===== config.mk =====
export PLATFORM = sky130hd
export DESIGN_NAME = mux_n_to_1_arb
export DESIGN_NICKNAME = d
export VERILOG_FILES = /design/src/rtl/mux_arb_pkg.sv /design/src/rtl/rr_arbiter.sv /design/src/rtl/mux_n_to_1_arb.sv
export SDC_FILE = /design/constraint.sdc
export NUM_CORES = 1
export LEC_CHECK = 0
export ABC_AREA = 1
export CAP_MARGIN = 20
export CORE_MARGIN = 2
export CORE_UTILIZATION = 45
export DETAILED_ROUTE_END_ITERATION = 7
export PLACE_DENSITY = 0.81
export SLEW_MARGIN = 30
export SYNTH_ARGS = -nofsm -noshare
export SYNTH_HDL_FRONTEND = slang
export SYNTH_HIERARCHICAL = 1
export SYNTH_SLANG_ARGS = --single-unit

===== constraint.sdc =====
create_clock -name clk -period 3.5 [get_ports clk]
set_input_delay 0.7 -clock clk [delete_from_list [all_inputs] [get_ports clk]]
set_output_delay 0.7 -clock clk [all_outputs]
set_load 0.005 [all_outputs]

===== src/rtl/mux_arb_pkg.sv =====
// mux_arb_pkg: shared types and helpers for the N-to-1 arbitrated mux.
//   mux_mode_e : MUX_FIXED (external select) or MUX_RR (round-robin)
//   rr_pick    : one-hot round-robin pick, searching upward from ptr with wrap
package mux_arb_pkg;

  typedef enum logic {
    MUX_FIXED = 1'b0,
    MUX_RR    = 1'b1
  } mux_mode_e;

  // Widest request vector rr_pick handles; callers size-cast to and from N.
  localparam int RR_MAX_N = 64;
  localparam int RR_IDX_W = $clog2(RR_MAX_N);

  // Returns a one-hot vector with the first set req bit at or after ptr,
  // wrapping modulo n; all zero when no request is set.
  function automatic logic [RR_MAX_N-1:0] rr_pick(input logic [RR_MAX_N-1:0] req,
                                                  input int ptr,
                                                  input int n);
    logic [RR_MAX_N-1:0] grant;
    logic                found;
    int                  j;
    grant = '0;
    found = 1'b0;
    for (int k = 0; k < RR_MAX_N; k++) begin
      j = ptr + k;
      if (j >= n) j = j - n;
      if (k < n && !found && req[j[RR_IDX_W-1:0]]) begin
        grant[j[RR_IDX_W-1:0]] = 1'b1;
        found = 1'b1;
      end
    end
    return grant;
  endfunction

endpackage


===== src/rtl/rr_arbiter.sv =====
// rr_arbiter: round-robin grant generator with a rotating priority pointer.
//   clk, rst_n : clock, asynchronous active-low reset
//   req        : per-channel request (input valid)
//   advance    : a beat was accepted this cycle from channel adv_idx
//   adv_idx    : index of the accepted channel
//   adv_last   : accepted beat ends its packet (only with MUX_ARB_LOCK_EN)
//   grant      : combinational one-hot (or zero) grant
//   ptr        : current round-robin pointer
// Build option: MUX_ARB_LOCK_EN holds the grant on one channel until the
// beat flagged last, and advances the pointer only on that beat.
module rr_arbiter
  import mux_arb_pkg::*;
#(
  parameter int N     = 4,
  parameter int SEL_W = $clog2(N)
) (
  input  logic             clk,
  input  logic             rst_n,
  input  logic [N-1:0]     req,
  input  logic             advance,
  input  logic [SEL_W-1:0] adv_idx,
`ifdef MUX_ARB_LOCK_EN
  input  logic             adv_last,
`endif
  output logic [N-1:0]     grant,
  output logic [SEL_W-1:0] ptr
);

  logic [SEL_W-1:0] ptr_q;
  logic [SEL_W-1:0] next_ptr;

  assign next_ptr = (int'(adv_idx) == N - 1) ? '0 : adv_idx + SEL_W'(1);
  assign ptr      = ptr_q;

`ifdef MUX_ARB_LOCK_EN
  logic             lock_q;
  logic [SEL_W-1:0] lock_idx_q;

  // While locked only the owning channel can win, even if it is momentarily
  // idle; other channels wait for the packet to finish.
  always_comb begin
    grant = N'(rr_pick(RR_MAX_N'(req), int'(ptr_q), N));
    if (lock_q) begin
      grant             = '0;
      grant[lock_idx_q] = req[lock_idx_q];
    end
  end

  // NOTE: state registers use non-blocking assignments so every flop samples
  // pre-edge values regardless of process evaluation order.
  always_ff @(posedge clk or negedge rst_n) begin
    if (!rst_n) begin
      ptr_q      <= '0;
      lock_q     <= 1'b0;
      lock_idx_q <= '0;
    end else if (advance) begin
      lock_q     <= ~adv_last;
      lock_idx_q <= adv_idx;
      if (adv_last) ptr_q <= next_ptr;
    end
  end
`else
  assign grant = N'(rr_pick(RR_MAX_N'(req), int'(ptr_q), N));

  // NOTE: state registers use non-blocking assignments so every flop samples
  // pre-edge values regardless of process evaluation order.
  always_ff @(posedge clk or negedge rst_n) begin
    if (!rst_n)       ptr_q <= '0;
    else if (advance) ptr_q <= next_ptr;
  end
`endif

endmodule


===== src/rtl/mux_n_to_1_arb.sv =====
// mux_n_to_1_arb: N valid/ready input streams of M-bit data merged into one
// registered output stage. Channel choice is an external select (MUX_FIXED)
// or round-robin (MUX_RR). Full throughput: the output register can drain
// and refill in the same cycle.
//   clk, rst_n   : clock, asynchronous active-low reset
//   enable       : low blocks new input beats; the output still drains
//   select       : channel choice in MUX_FIXED mode (>= N grants nothing)
//   in_valid     : per-channel beat valid
//   in_data      : per-channel data, in_data[i] belongs to channel i
//   in_ready     : per-channel accept, at most one bit high
//   out_valid    : output register holds a beat
//   out_data     : registered data
//   out_sel      : channel that produced out_data
//   out_ready    : consumer accepts the beat
// Build option MUX_ARB_LOCK_EN adds in_last/out_last and packet lock: after
// a non-last beat from channel g the grant stays on g until its last beat.
module mux_n_to_1_arb
  import mux_arb_pkg::*;
#(
  parameter int        N     = 4,
  parameter int        M     = 8,
  parameter mux_mode_e MODE  = MUX_RR,
  parameter int        SEL_W = $clog2(N)
) (
  input  logic             clk,
  input  logic             rst_n,
  input  logic             enable,
  input  logic [SEL_W-1:0] select,
  input  logic [N-1:0]     in_valid,
  input  logic [M-1:0]     in_data [N],
`ifdef MUX_ARB_LOCK_EN
  input  logic [N-1:0]     in_last,
  output logic             out_last,
`endif
  output logic [N-1:0]     in_ready,
  output logic             out_valid,
  output logic [M-1:0]     out_data,
  output logic [SEL_W-1:0] out_sel,
  input  logic             out_ready
);

  logic [N-1:0]     grant;
  logic [SEL_W-1:0] g_idx;
  logic             can_load;
  logic             load;

  // rst_n gates in_ready so no producer sees an accept while in reset.
  assign can_load = ~out_valid | out_ready;
  assign in_ready = grant & {N{enable & can_load & rst_n}};
  assign load     = |(in_valid & in_ready);

  // NOTE: combinational outputs get a default before any conditional
  // assignment so no path leaves them unassigned (which would infer a latch).
  always_comb begin
    g_idx = '0;
    for (int i = 0; i < N; i++) begin
      if (grant[i]) g_idx = SEL_W'(i);
    end
  end

  if (MODE == MUX_RR) begin : g_rr
    logic [SEL_W-1:0] ptr_unused;
    logic             select_unused;

    // select has no meaning in round-robin mode; the pointer is only for debug.
    assign select_unused = ^select;

    rr_arbiter #(.N(N), .SEL_W(SEL_W)) u_arb (
      .clk     (clk),
      .rst_n   (rst_n),
      .req     (in_valid),
      .advance (load),
      .adv_idx (g_idx),
`ifdef MUX_ARB_LOCK_EN
      .adv_last(in_last[g_idx]),
`endif
      .grant   (grant),
      .ptr     (ptr_unused)
    );
  end else begin : g_fixed
    logic [SEL_W-1:0] sel_eff;

`ifdef MUX_ARB_LOCK_EN
    logic             lock_q;
    logic [SEL_W-1:0] lock_idx_q;

    // An open packet overrides the external select.
    assign sel_eff = lock_q ? lock_idx_q : select;

    always_ff @(posedge clk or negedge rst_n) begin
      if (!rst_n) begin
        lock_q     <= 1'b0;
        lock_idx_q <= '0;
      end else if (load) begin
        lock_q     <= ~in_last[g_idx];
        lock_idx_q <= g_idx;
      end
    end
`else
    assign sel_eff = select;
`endif

    always_comb begin
      grant = '0;
      if (int'(sel_eff) < N) grant[sel_eff] = in_valid[sel_eff];
    end
  end

  // NOTE: the data/sel registers are reset too because their post-reset
  // value is architecturally visible, not just out_valid.
  always_ff @(posedge clk or negedge rst_n) begin
    if (!rst_n) begin
      out_valid <= 1'b0;
      out_data  <= '0;
      out_sel   <= '0;
`ifdef MUX_ARB_LOCK_EN
      out_last  <= 1'b0;
`endif
    end else if (load) begin
      out_valid <= 1'b1;
      out_data  <= in_data[g_idx];
      out_sel   <= g_idx;
`ifdef MUX_ARB_LOCK_EN
      out_last  <= in_last[g_idx];
`endif
    end else if (out_ready) begin
      out_valid <= 1'b0;
    end
  end

endmodule


==> results.py, run 1 <==
metrics = {
    "timing": {
        "fin_skew_ps": 1.25,
        "setup_slack_ps": 166,
        "rsz0062_at_grt": "false",
        "hold_slack_ps": 491,
        "worst_pin_slew_ps": 345,
        "slew-limit-headroom_pct": 77.0,
        "setup_viol": 0,
        "max_freq_mhz": 300,
        "finalCriticalPeriod_ps": 3330,
        "finalCritPeriodShare_pct": 95.3,
        "finalHoldViolCount": 0,
        "setup_tns_ps": 0,
        "finalMaxSlewViolations": 0,
    },
    "clock_tree": {
        "clock_latency_ps": 270,
        "clock-root-buffer": "clkbuf_4",
        "path_clk_slew_ps": 70,
        "ctsHoldBuffers": 0,
        "clk_path_buf_depth": 2,
        "cts_made_buffers": 3,
        "cts_sinks": 13,
        "cts_tree": "done",
        "htreeDepth": 1,
    },
    "drt": {
        "via_per_inst": 4.85,
        "drtAntennaViolNets": 0,
        "drt-initial-drc-count": 52,
        "route.detailed.drc": 0,
        "routed_wl_um": 3670,
        "wl_per_cell_um": 11.0,
        "firstDrtPassIters": 4,
        "routed-via-count": 1611,
    },
    "finish": {
        "final_cell_mix": "nand2_1, clkdlybuf4s50_1, nand3_1",
        "drive_gt1_share_pct": 17.1,
        "insertedDiodeCount": 0,
        "finalNetCount": 338,
        "area_growth_pct": 41.7,
        "fin_util_pct": 65.9,
        "layout_commonest_cell": "nand2_1",
        "instances_no_fill": 332,
        "fin_area_sq_um": 2180,
    },
    "worst_setup_path": {
        "required_ps": 2800,
        "critPathMaxStageDelay_ps": 520,
        "path_common_cell": "nand2_1",
        "cp_slowest_cell": "clkdlybuf4s50_1",
        "arrival_ps": 2630,
        "critPathKind": "primary input to primary output",
        "crit_path_end_kind": "primary output",
        "worstPathMaxFanout": 4,
        "worstPathCellList": "clkdlybuf4s50_1 > nand2_1 > nand2_1 > nand2_1 > nand2_1 > nand3_1 > nand2_1 > inv_1 > nand3_1 > inv_2 > nor2_1 > clkdlybuf4s50_1",
        "start_kind": "primary input",
    },
    "placement": {
        "dp_slack_ps": 171,
        "dpl.hpwl_um": 2970,
        "dp.cells": 328,
        "place_congestion": 0.811,
        "port-buffer-count": 54,
        "dpl_cell_area_sq_um": 2150,
    },
    "synth": {
        "synth_top_area_share_pct": 21.1,
        "synth.area.mux_share_pct": 0,
        "netlist_area_sq_um": 1540,
        "synthAdderAreaFrac_pct": 7.32,
        "ys_types": 21,
        "synth_top_family_by_area": "simple AND/OR/NAND/NOR gates",
        "synth-simple-area-share_pct": 55.8,
        "netlist_instances": 226,
        "synth_fp_nets": 277,
        "avgSynthCellArea_sq_um": 6.81,
        "ys_ff_latch": 13,
        "synth_compound_area_share_pct": 3.90,
        "synth_xor_area_share_pct": 0,
        "ys_warn_count": 6,
        "ys_top_cells_by_area": "dfrtp_1, nand2_1, nand3_1",
        "ys_seq_area_share_pct": 21.1,
        "yosysTopAreaCell": "dfrtp_1",
    },
    "pwr": {
        "power_mw": 2.26,
        "p_leak_nw": 1.14,
        "ir_worst_vdd_mv": 1.51,
        "power.density_nw_per_um2": 1030,
    },
    "die": {
        "io_pins": 57,
        "rows": 21,
        "die_y_um": 62.5,
        "die_w_um": 62.5,
        "die_area_sq_um": 3900,
        "core-area_sq_um": 3310,
        "start_util_pct": 46.5,
    },
    "global_routing": {
        "grt_pass1_wl_um": 6270,
        "grt_max_degree": 20,
        "grt_pass1_vias": 1478,
        "grt_usage_pct": 19.0,
        "antenna_found_initial": 0,
        "grt_overflow": 0,
    },
    "hold_path": {
        "hp-class": "flip-flop to flip-flop",
    },
    "run": {
        "drv_cap": 0,
    },
    "outcome": {
        "status": "finished clean",
    },
}
[synth_stat cells, drive strengths merged]
master	instances
o21ai	12
nand2	80
ha	9
nand4	4
nand3	44
inv	33
clkinv	1
dfrtp	13
nor2	8
nand3b	16
buf	6
[layer usage]
layer  GRT usage (%)  up-vias  share of wire, %  wire [um]
met5               0        -                 0          0
met4            3.33        0                 0          0
met3            1.98        0               4.7        173
met2            34.3       52                49       1810
met1            24.8      708                46       1690
li1                -      851                 -          -
[critical path: cells and delay by family]
| kind | cells | cell delay [ps] |
|---|---|---|
| and+or+nand+nor | 8 | 820 |
| buffers and inverters | 4 | 1110 |
[kinds of logic (layout without fill, tap and decap cells)]
kind of cell | Yosys count | count (layout)
flops | 13 | 13
compound gates | 12 | 12
fa+ha+maj | 9 | 9
simple gates | 152 | 152
buf+inv | 40 | 100
[state kept, by name, summed over array words and instances, names as in the netlist]
signal and cells:
out_data 8, out_sel 2, g_rr.u_arb/ptr 2, out_valid 1
[final timing paths]
kind                                         from                 to  slack [ps]  cells after the start
worst max register to register  g_rr.u_arb/ptr[0]  g_rr.u_arb/ptr[1]         720                     15
worst min-delay path                  out_data[1]        out_data[1]         490                      2
max in group asynchronous                   rst_n  g_rr.u_arb/ptr[0]        2550                      2
min in group asynchronous                   rst_n        out_data[6]         780                      2
worst min register to register        out_data[1]        out_data[1]         490                      2
worst max-delay path                  in_valid[2]        in_ready[3]         170                     12
[timing repair]
item | in CTS | in global routing
resized for setup | 0 | 4
setup buffers | 0 | 0
endpoints found under the setup margin | 0 | 4
[power by group]
part / internal [mW] / switching (mW) / leakage (nW)
Clock: 0.0441 / 0.0456 / 0.0150
Sequential: 0.220 / 0.0632 / 0.163
Combinational: 0.741 / 1.14 / 0.961
Total: 1.01 / 1.25 / 1.14
[layout make-up]
cell class / count / area (sq um)
sequential: 13 / 328
tap: 46 / 57.6
timing repair buffer: 62 / 601
multi-input combinational: 173 / 1030
fill: 323 / 1130
clock buffer: 4 / 26.3
inverter: 34 / 138
Power figures use the tool's default switching activity.
==> run 2: changes to the inputs <==
Settings changed: RECOVER_POWER set to 50.
==> results.py, run 2 (same netlist as run 1, synthesis figures left out) <==
metrics = {
    "outcome": {
        "status": "finished clean",
    },
    "drt": {
        "wl_per_cell_um": 11.1,
        "routed_wl_um": 3670,
        "drtAntennaViolNets": 0,
        "drt-initial-drc-count": 53,
        "via_per_inst": 4.86,
        "route.detailed.drc": 0,
        "routed-via-count": 1615,
        "firstDrtPassIters": 5,
    },
    "placement": {
        "dpl.hpwl_um": 2970,
        "place_congestion": 0.811,
        "port-buffer-count": 54,
        "dp_slack_ps": 171,
    },
    "clock_tree": {
        "ctsHoldBuffers": 0,
        "clk_path_buf_depth": 2,
        "path_clk_slew_ps": 80,
        "cts_setup_buffers": 0,
        "cts_tree": "done",
        "cts_made_buffers": 3,
        "clock-root-buffer": "clkbuf_4",
        "htreeDepth": 1,
        "clock_latency_ps": 270,
        "cts_sinks": 13,
        "cts_resized": 0,
    },
    "worst_setup_path": {
        "r2r_slack_ps": 720,
        "crit_path_end_kind": "primary output",
        "reg2reg_depth": 15,
        "start_kind": "primary input",
        "critPathMaxStageDelay_ps": 520,
        "arrival_ps": 2630,
        "worstPathMaxFanout": 4,
        "crit_buf_inv": 4,
        "path_delay_family": "buffers and inverters",
        "path_common_cell": "nand2_1",
        "reg2reg_from": "g_rr.u_arb/ptr[0]",
        "required_ps": 2800,
        "critPathKind": "primary input to primary output",
        "worstPathCellList": "clkdlybuf4s50_1 > nand2_1 > nand2_1 > nand2_1 > nand2_1 > nand3_1 > nand2_1 > inv_1 > nand3_1 > inv_2 > nor2_1 > clkdlybuf4s50_1",
        "cp_slowest_cell": "clkdlybuf4s50_1",
        "reg2reg_to": "g_rr.u_arb/ptr[1]",
    },
    "timing": {
        "fin_skew_ps": 1.64,
        "slew-limit-headroom_pct": 53.1,
        "max_freq_mhz": 300,
        "rsz0062_at_grt": "false",
        "worst_pin_slew_ps": 704,
        "setup_viol": 0,
        "finalCritPeriodShare_pct": 95.3,
        "finalHoldViolCount": 0,
        "setup_tns_ps": 0,
        "finalMaxSlewViolations": 0,
        "setup_slack_ps": 166,
        "finalCriticalPeriod_ps": 3330,
    },
    "finish": {
        "largest_reg_flops": 8,
        "finalNetCount": 338,
        "final_cell_mix": "nand2_1, clkdlybuf4s50_1, nand3_1",
        "drive_gt1_share_pct": 16.8,
        "insertedDiodeCount": 0,
        "layout_commonest_cell": "nand2_1",
        "regMostFlops": "out_data",
        "area_growth_pct": 41.5,
    },
    "pwr": {
        "ir_worst_vdd_mv": 1.51,
        "p_leak_nw": 1.15,
        "power.density_nw_per_um2": 1030,
    },
    "global_routing": {
        "grt_pass1_wl_um": 6270,
        "grt_max_degree": 20,
        "grt_overflow": 0,
        "grt_pass1_vias": 1478,
        "grt_usage_pct": 19.0,
        "antenna_found_initial": 0,
    },
    "die": {
        "die_w_um": 62.5,
        "start_util_pct": 46.5,
        "die_area_sq_um": 3900,
        "rows": 21,
        "die_y_um": 62.5,
        "io_pins": 57,
        "core-area_sq_um": 3310,
    },
    "hold_path": {
        "min_path_cells": 2,
        "min_to": "out_data[0]",
        "min_from": "out_data[0]",
        "hp-class": "flip-flop to flip-flop",
    },
    "run": {
        "drv_cap": 0,
    },
}
[run 2: tightest hold or removal path: stages (launching register included)]
cell and delay [ps]:
dfrtp_1 350, nand2_1 60, nand2_1 50
[run 2: layer usage]
metal  track usage [%]  vias up  part of all wire, %
met2              34.3       52                   49
met4              3.33        0                    0
met3              1.98        0                  4.7
met5                 0        -                    0
li1                  -      851                    -
met1              24.8      712                   46
[run 2: final cells by class]
cell class	instances	area (sq um)
flip-flops and latches	13	328
multi-input cells	173	1030
well taps	46	57.6
clock buffers	4	26.3
fillers	323	1130
repair buffers	62	597
inverters	34	138
[run 2: worst max path at each step]
stage | start | to | depth (start not counted)
floorplan | g_rr.u_arb/ptr[0] | in_ready[3] | 12
global placement | in_valid[2] | in_ready[3] | 12
detailed placement | in_valid[2] | in_ready[3] | 12
CTS | g_rr.u_arb/ptr[0] | in_ready[3] | 12
global route | g_rr.u_arb/ptr[0] | in_ready[3] | 12
finish | in_valid[2] | in_ready[3] | 12
[run 2: stage by stage]
step	instance area (sq um)	hold WS, ps	std cells	utilization [%]	power [mW]
6_report	2180	487	332	65.8	2.24
2_1_floorplan	1540	404	226	-	1.71
3_3_place_gp	2150	474	328	64.9	2.12
5_1_grt	2180	517	332	65.8	2.48
3_5_place_dp	2150	472	328	64.9	2.15
4_1_cts	2180	491	332	65.7	2.26
[run 2: power by group]
part           leakage [nW]  internal (mW)  switching, mW
combinational         0.971          0.729           1.14
clock                0.0150         0.0441         0.0453
sequential            0.163          0.220         0.0617
total                  1.15          0.993           1.25
==> run 3: changes to the inputs <==
Settings changed: CORE_MARGIN 2 to not set.
==> results.py, run 3 (same netlist as run 1, synthesis figures left out) <==
metrics = {
    "placement": {
        "dpl.hpwl_um": 3030,
        "place_congestion": 0.805,
        "dp.cells": 325,
        "port-buffer-count": 54,
    },
    "drt": {
        "routed-via-count": 1661,
        "routed_wl_um": 3870,
        "firstDrtPassIters": 6,
        "drt-initial-drc-count": 118,
        "drtAntennaViolNets": 0,
        "via_per_inst": 5.02,
        "wl_per_cell_um": 11.7,
        "route.detailed.drc": 0,
    },
    "finish": {
        "multi_input_area_sq_um": 1030,
        "area_growth_pct": 41.6,
        "finalNetCount": 339,
        "instances_no_fill": 331,
        "seq_area_sq_um": 328,
        "drive_gt1_share_pct": 17.1,
        "insertedDiodeCount": 0,
        "final_cell_mix": "nand2_1, clkdlybuf4s50_1, nand3_1",
        "fillCellCount": 292,
        "regMostFlops": "out_data",
        "layout_commonest_cell": "nand2_1",
        "largest_reg_flops": 8,
    },
    "timing": {
        "setup_tns_ps": 0,
        "max_freq_mhz": 300,
        "finalMaxSlewViolations": 0,
        "rsz0062_at_grt": "false",
        "setup_viol": 0,
        "hold_slack_ps": 489,
        "worst_pin_slew_ps": 697,
        "slew-limit-headroom_pct": 53.5,
        "finalCriticalPeriod_ps": 3330,
        "finalHoldViolCount": 0,
        "finalCritPeriodShare_pct": 95.2,
        "fin_skew_ps": 4.71,
    },
    "clock_tree": {
        "cts_made_buffers": 3,
        "cts_tree": "done",
        "clock_latency_ps": 280,
        "path_clk_slew_ps": 70,
        "cts_sinks": 13,
        "clock-root-buffer": "clkbuf_4",
        "ctsHoldBuffers": 0,
        "htreeDepth": 1,
        "clk_path_buf_depth": 2,
    },
    "global_routing": {
        "grt_pass1_vias": 1498,
        "grt_overflow": 0,
        "antenna_found_initial": 0,
        "grt_pass1_wl_um": 6310,
        "grt_usage_pct": 22.5,
        "grt_max_degree": 20,
    },
    "die": {
        "die_y_um": 60.5,
        "die_w_um": 60.5,
        "core-area_sq_um": 3150,
        "rows": 20,
        "start_util_pct": 48.8,
        "io_pins": 57,
        "die_area_sq_um": 3660,
    },
    "worst_setup_path": {
        "start_kind": "primary input",
        "arrival_ps": 2630,
        "worstPathMaxFanout": 8,
        "required_ps": 2800,
        "reg2reg_from": "g_rr.u_arb/ptr[0]",
        "crit_path_end_kind": "primary output",
        "critical_path.startpoint": "in_valid[1]",
        "critPathKind": "primary input to primary output",
    },
    "hold_path": {
        "min_from": "out_sel[0]",
        "hp-class": "flip-flop to flip-flop",
    },
    "pwr": {
        "p_leak_nw": 1.15,
        "power.density_nw_per_um2": 1040,
        "power_mw": 2.26,
        "ir_worst_vdd_mv": 1.16,
    },
    "outcome": {
        "status": "finished clean",
    },
    "run": {
        "drv_cap": 0,
    },
}
==> run 3: through the flow <==
stage          worst slack (ps)  area, sq um  utilization, %
2_1_floorplan               885         1540               -
3_3_place_gp                197         2140            67.9
3_5_place_dp                175         2140            67.9
4_1_cts                    80.8         2170            68.7
5_1_grt                    25.2         2180            69.1
6_report                    167         2180            69.1
==> run 3: final cells by class <==
| type | count | share of cell area, % |
|---|---|---|
| multi-input cells | 173 | 47.3 |
| repair buffers | 63 | 27.7 |
| flip-flops and latches | 13 | 15.0 |
| inverters | 34 | 6.20 |
| well taps | 44 | 2.53 |
| clock buffers | 4 | 1.21 |
==> run 3: final timing paths <==
check                                          to  slack, ps  cells past startpoint
worst max-delay path                  in_ready[3]        170                     11
worst min register to register         out_sel[0]        490                      2
worst min-delay path                   out_sel[0]        490                      2
worst max register to register  g_rr.u_arb/ptr[1]        760                     14
min in group asynchronous             out_data[6]       1010                      2
max in group asynchronous       g_rr.u_arb/ptr[1]       2000                      2
==> run 3: worst max-delay path, stage by stage <==
cell             delay, ps
clkdlybuf4s50_1        460
nand2_1                130
nand3_2                160
nand2_4                140
nand2_4                 60
clkinv_4                60
nand3_1                 80
nand3_1                180
inv_2                   60
nor2_1                 100
clkdlybuf4s50_1        500
==> run 3: report_power, final <==
| group | switching (mW) | internal, mW |
|---|---|---|
| Clock | 0.0482 | 0.0442 |
| Combinational | 1.16 | 0.739 |
| Sequential | 0.0516 | 0.220 |
| Total | 1.26 | 1.00 |
==> run 3: repair_timing <==
item | in CTS | in global routing
gates resized for setup | 0 | 3
endpoints found under the setup margin | 0 | 4
setup buffers | 0 | 2
==> run 3: layer usage <==
layer / up-vias / part of all wire (%) / GRT usage [%] / routed length (um)
met5: - / 0 / 0 / 0
met4: 0 / 0.65 / 5.19 / 25
met3: 2 / 4.5 / 3.41 / 173
met2: 50 / 50 / 41.6 / 1940
met1: 764 / 45 / 27.5 / 1720
li1: 845 / - / - / -
